`src/rtl/alu_pkg.sv`:
```
// alu_pkg: shared width default, opcode constants and opcode legality check for the arithmetic ALU slice
package alu_pkg;
  localparam int ALU_WIDTH = 8;
  localparam logic [2:0] OP_ADD = 3'b000;
  localparam logic [2:0] OP_ASHL = 3'b001;
  localparam logic [2:0] OP_COMP2 = 3'b110;
  function automatic logic op_legal(input logic [2:0] op);
    return op == OP_ADD || op == OP_ASHL || op == OP_COMP2;
  endfunction
endpackage

```
`src/rtl/alu_arith_core.sv`:
```
// alu_arith_core: combinational ADD/ASHL/COMP2 datapath producing next result, next e and opcode legality
module alu_arith_core
  import alu_pkg::*;
#(
  parameter int WIDTH = ALU_WIDTH
) (
  input  logic [2:0]       op,
  input  logic [WIDTH-1:0] ac,
  input  logic [WIDTH-1:0] dr,
  input  logic             e_in,
  output logic [WIDTH-1:0] res,
  output logic             e_out,
  output logic             legal
);
  logic [WIDTH:0] sum;
  logic [WIDTH-1:0] neg;
  always_comb begin
    sum = {1'b0, ac} + {1'b0, dr};
    neg = ~dr + {{(WIDTH-1){1'b0}}, 1'b1};
    res = op == OP_ADD ? sum[WIDTH-1:0] : op == OP_ASHL ? {dr[WIDTH-2:0], 1'b0} : neg;
    e_out = op == OP_ADD ? sum[WIDTH] : op == OP_ASHL ? dr[WIDTH-1] : e_in;
    legal = op_legal(op);
  end
endmodule

```
`src/rtl/alu_arith_unit.sv`:
```
// alu_arith_unit: registered arithmetic ALU slice with result, e, zero and out_valid outputs
module alu_arith_unit
  import alu_pkg::*;
#(
  parameter int WIDTH = ALU_WIDTH
) (
  input  logic             clk,
  input  logic             rst,
  input  logic             in_valid,
  input  logic [2:0]       op,
  input  logic [WIDTH-1:0] ac,
  input  logic [WIDTH-1:0] dr,
  output logic [WIDTH-1:0] result,
  output logic             e,
  output logic             zero,
  output logic             out_valid
);
  logic [WIDTH-1:0] result_q, result_d, core_res;
  logic e_q, e_d, zero_q, zero_d, valid_q, valid_d, core_e, legal, accept;
  alu_arith_core #(.WIDTH(WIDTH)) u_core (
    .op(op),
    .ac(ac),
    .dr(dr),
    .e_in(e_q),
    .res(core_res),
    .e_out(core_e),
    .legal(legal)
  );
  always_comb begin
    accept = in_valid && legal;
    result_d = accept ? core_res : result_q;
    e_d = accept ? core_e : e_q;
    zero_d = accept ? core_res == '0 : zero_q;
    valid_d = accept;
  end
  always_ff @(posedge clk) begin
    if (rst) begin
      result_q <= '0;
      e_q <= 1'b0;
      zero_q <= 1'b1;
      valid_q <= 1'b0;
    end else begin
      result_q <= result_d;
      e_q <= e_d;
      zero_q <= zero_d;
      valid_q <= valid_d;
    end
  end
  assign result = result_q;
  assign e = e_q;
  assign zero = zero_q;
  assign out_valid = valid_q;
endmodule

```
`config.mk`:
```
export PLATFORM = sky130hd
export DESIGN_NAME = alu_arith_unit
export DESIGN_NICKNAME = d
export VERILOG_FILES = /design/src/rtl/alu_pkg.sv /design/src/rtl/alu_arith_core.sv /design/src/rtl/alu_arith_unit.sv
export SDC_FILE = /design/constraint.sdc
export NUM_CORES = 1
export LEC_CHECK = 0
export ABC_AREA = 1
export CAP_MARGIN = 20
export CELL_PAD_IN_SITES_DETAIL_PLACEMENT = 1
export CELL_PAD_IN_SITES_GLOBAL_PLACEMENT = 1
export CORE_ASPECT_RATIO = 1.1
export CORE_MARGIN = 10
export CORE_UTILIZATION = 32
export DETAILED_ROUTE_END_ITERATION = 12
export PLACE_DENSITY = 0.84
export REMOVE_ABC_BUFFERS = 1
export SETUP_SLACK_MARGIN = 0.15
export SYNTH_ARGS = -nofsm -noshare
export SYNTH_HDL_FRONTEND = slang
export SYNTH_SLANG_ARGS = --single-unit
export TNS_END_PERCENT = 100
```
`constraint.sdc`:
```
create_clock -name clk -period 1.91 [get_ports clk]
set_input_delay 0.2865 -clock clk [delete_from_list [all_inputs] [get_ports clk]]
set_output_delay 0.2865 -clock clk [all_outputs]
set_load 0.02 [all_outputs]
```
==> impl_metrics.yaml <==
critical_path:
  cp_max_fo: 5
  cp-start-kind: "input pin"
  critical_path.endpoint_type: "register"
  critPathRequiredTime_ns: 2.13
  crit_type: "in2reg"
  slack_of_the_worst_reg_to_reg_path_ns: 1.20
  worst_ep_arrival_time_ns: 1.88
sta:
  unrepaired_setup_endpoints_after_global_routing: "no"
  maxSlewViolCount: 0
  timing.max_slew.rel_slack: 0.8076
  finalHoldViolCount: 0
  count_of_final_setup_violators: 0
  fin_crit_sh: 0.8663
  clock-skew-final_ns: 0
  max_slew.worst_pin.slew_ns: 0.2886
  fin_tns_setup_ns: 0
  max_freq_ghz: 0.6044
  postLayoutSetupSlackWorst_ns: 0.2554
  period_needed_ns: 1.655
finish:
  drive_above_1_share: 0.1858
  antenna_cells: 0
  area_growth_pct: 54.76
  final_cell_mix: "59 x nand2_1, 33 x inv_1, 26 x nand3_1"
  nNetsFinal: 286
  final_core_utilization: 0.5262
  commonest_non_fill_non_tap_cell_in_the_layout: "nand2_1"
floorplanning:
  fp.dieW_um: 77.65
  floorplan.rows: 22
  ios: 33
  initial_core_util: 0.3400
  floorplan.die_area_um2: 6477
  floorplan.core_area_um2: 3441
  height_of_the_chip_um: 83.42
route:
  route.detailed.vias_per_inst: 4.777
  drt_pre_antenna_iters: 4
  wire_per_inst_um: 13.24
  detailedRoute.firstIterationViolations: 77
  maxUsedRoutingLayer: "met4"
  met1_length_um: 1779
  dr_wl_met3_um: 135
  ant_nets: 0
  wl_met2_um: 2038
  drc: 0
  postRouteWirelength_um: 3986
  num_vias: 1438
status:
  run_status: "finished, final reports clean"
clock_network:
  h-tree-depth: 1
  clk_pin_slew_ns: 0.07
  cts-root-to-sink-buffers: 2
  postCtsHoldBufs: 0
  numClockSinks: 11
  clock_tree.root_cell: "clkbuf_4"
  clk-insertion-delay-late_ns: 0.27
  tritoncts_buffer_count: 3
  cts_tree: "done"
synthesis:
  ys.warnings.count: 0
  synth.ff_latch_count: 11
  synth_cell_types: 25
  synthesis.instances: 198
  synth-seq-area-share: 0.1882
  syn-mean-instance-area_um2: 5.908
  synth.cell_area_um2: 1170
global_route:
  antenna_found_initial: 0
  first_global_vias: 1472
  grt_max_degree: 10
  grt_overflow: 0
  gr-usage-all-layers: 0.1197
  grt_first_pass_wirelength_um: 6672
power_and_ir_drop:
  cellLeakagePower_nw: 0.9703
  power.density_nw_per_um2: 446.7
  vdd_ir_drop_max_mv: 0.2977
  power.total_uw: 808.7
placed_design:
  portBuffers: 32
  detailed_place_hpwl_um: 3281
  gp_congestion: 0.8035
  dpl_worst_slack_ns: -0.3093
worst_hold_path:
  hp-class: "reg2reg"
run:
  max_capacitance_violation_count: 0
cell usage after synthesis, drive strengths merged:
cell type,instances,area (um2)
nand2,64,255.3
inv,35,131.4
nand3,28,145.1
nor2,16,70.06
o21ai,12,60.05
dfxtp,11,220.2
ha,9,112.6
a21oi,8,40.04
o21bai,5,37.54
buf,2,18.77
o211ai,2,20.02
fa,1,20.02
nand3b,1,7.510
nand4,1,6.260
o211a,1,10.01
or2,1,6.260
xnor2,1,8.760
layout make-up:
| type | instances | area (um2) |
|---|---|---|
| fillers | 481 | 1630 |
| flip-flops and latches | 11 | 220.2 |
| inverters | 35 | 131.4 |
| well taps | 48 | 60.06 |
| clock buffers | 4 | 26.28 |
| multi-input cells | 150 | 887.1 |
| repair buffers | 53 | 485.5 |
where the power goes:
group	switching, mW	internal (mW)	total (mW)
combinational	0.204	0.194	0.397
clock	0.0785	0.0810	0.159
sequential	0.00737	0.245	0.252
total	0.290	0.519	0.809
per-stage QoR:
stage,area (um2),instances,hold WS [ns]
floorplan,1151,196,0.3556
global placement,1674,295,0.4509
detailed placement,1674,295,0.4617
CTS,1755,301,0.4724
global route,1810,301,0.5010
finish,1810,301,0.4680
per-layer routing:
metal | up-vias | global-route usage
met5 | - | 0
met4 | 0 | 0.02970
met3 | 2 | 0.02155
met2 | 24 | 0.2153
met1 | 668 | 0.1398
li1 | 744 | -
worst paths after layout:
kind	start	endpoint	cells past startpoint
min reg2reg	e	e	2
min	e	e	2
max	dr[3]	zero	12
max reg2reg	result[6]	result[6]	3
critical path: stages:
cell and delay (ns):
clkdlybuf4s50_1 0.46, ha_4 0.32, inv_1 0.05, nand2_1 0.10
nand3_1 0.09, nand3_1 0.09, nand2_1 0.09, nor2_2 0.10
nand2_1 0.07, nor2_2 0.10, nand2_1 0.06, nand2_1 0.05
flip-flops by register name, summed over array words and instances, names as in the netlist:
register / count
e: 1
out_valid: 1
result: 8
zero: 1
kinds of logic (layout without fill, tap and decap cells):
logic type,count (synthesis),count (layout),synth area share
XOR/XNOR,1,1,0.007488
flip-flops,11,11,0.1882
buffers and inverters,37,92,0.1283
AND/OR/NAND/NOR,111,111,0.4193
AO/OA/AOI/OAI,28,28,0.1433
adder cells (fa/ha/maj),10,10,0.1134
what timing repair did:
item                                    CTS  global route
pin swaps                                 9             7
endpoints found under the setup margin    5             5
gates resized for setup                  12            11
setup buffers                             2             0
Note: power is estimated with default switching activity, not from simulation.
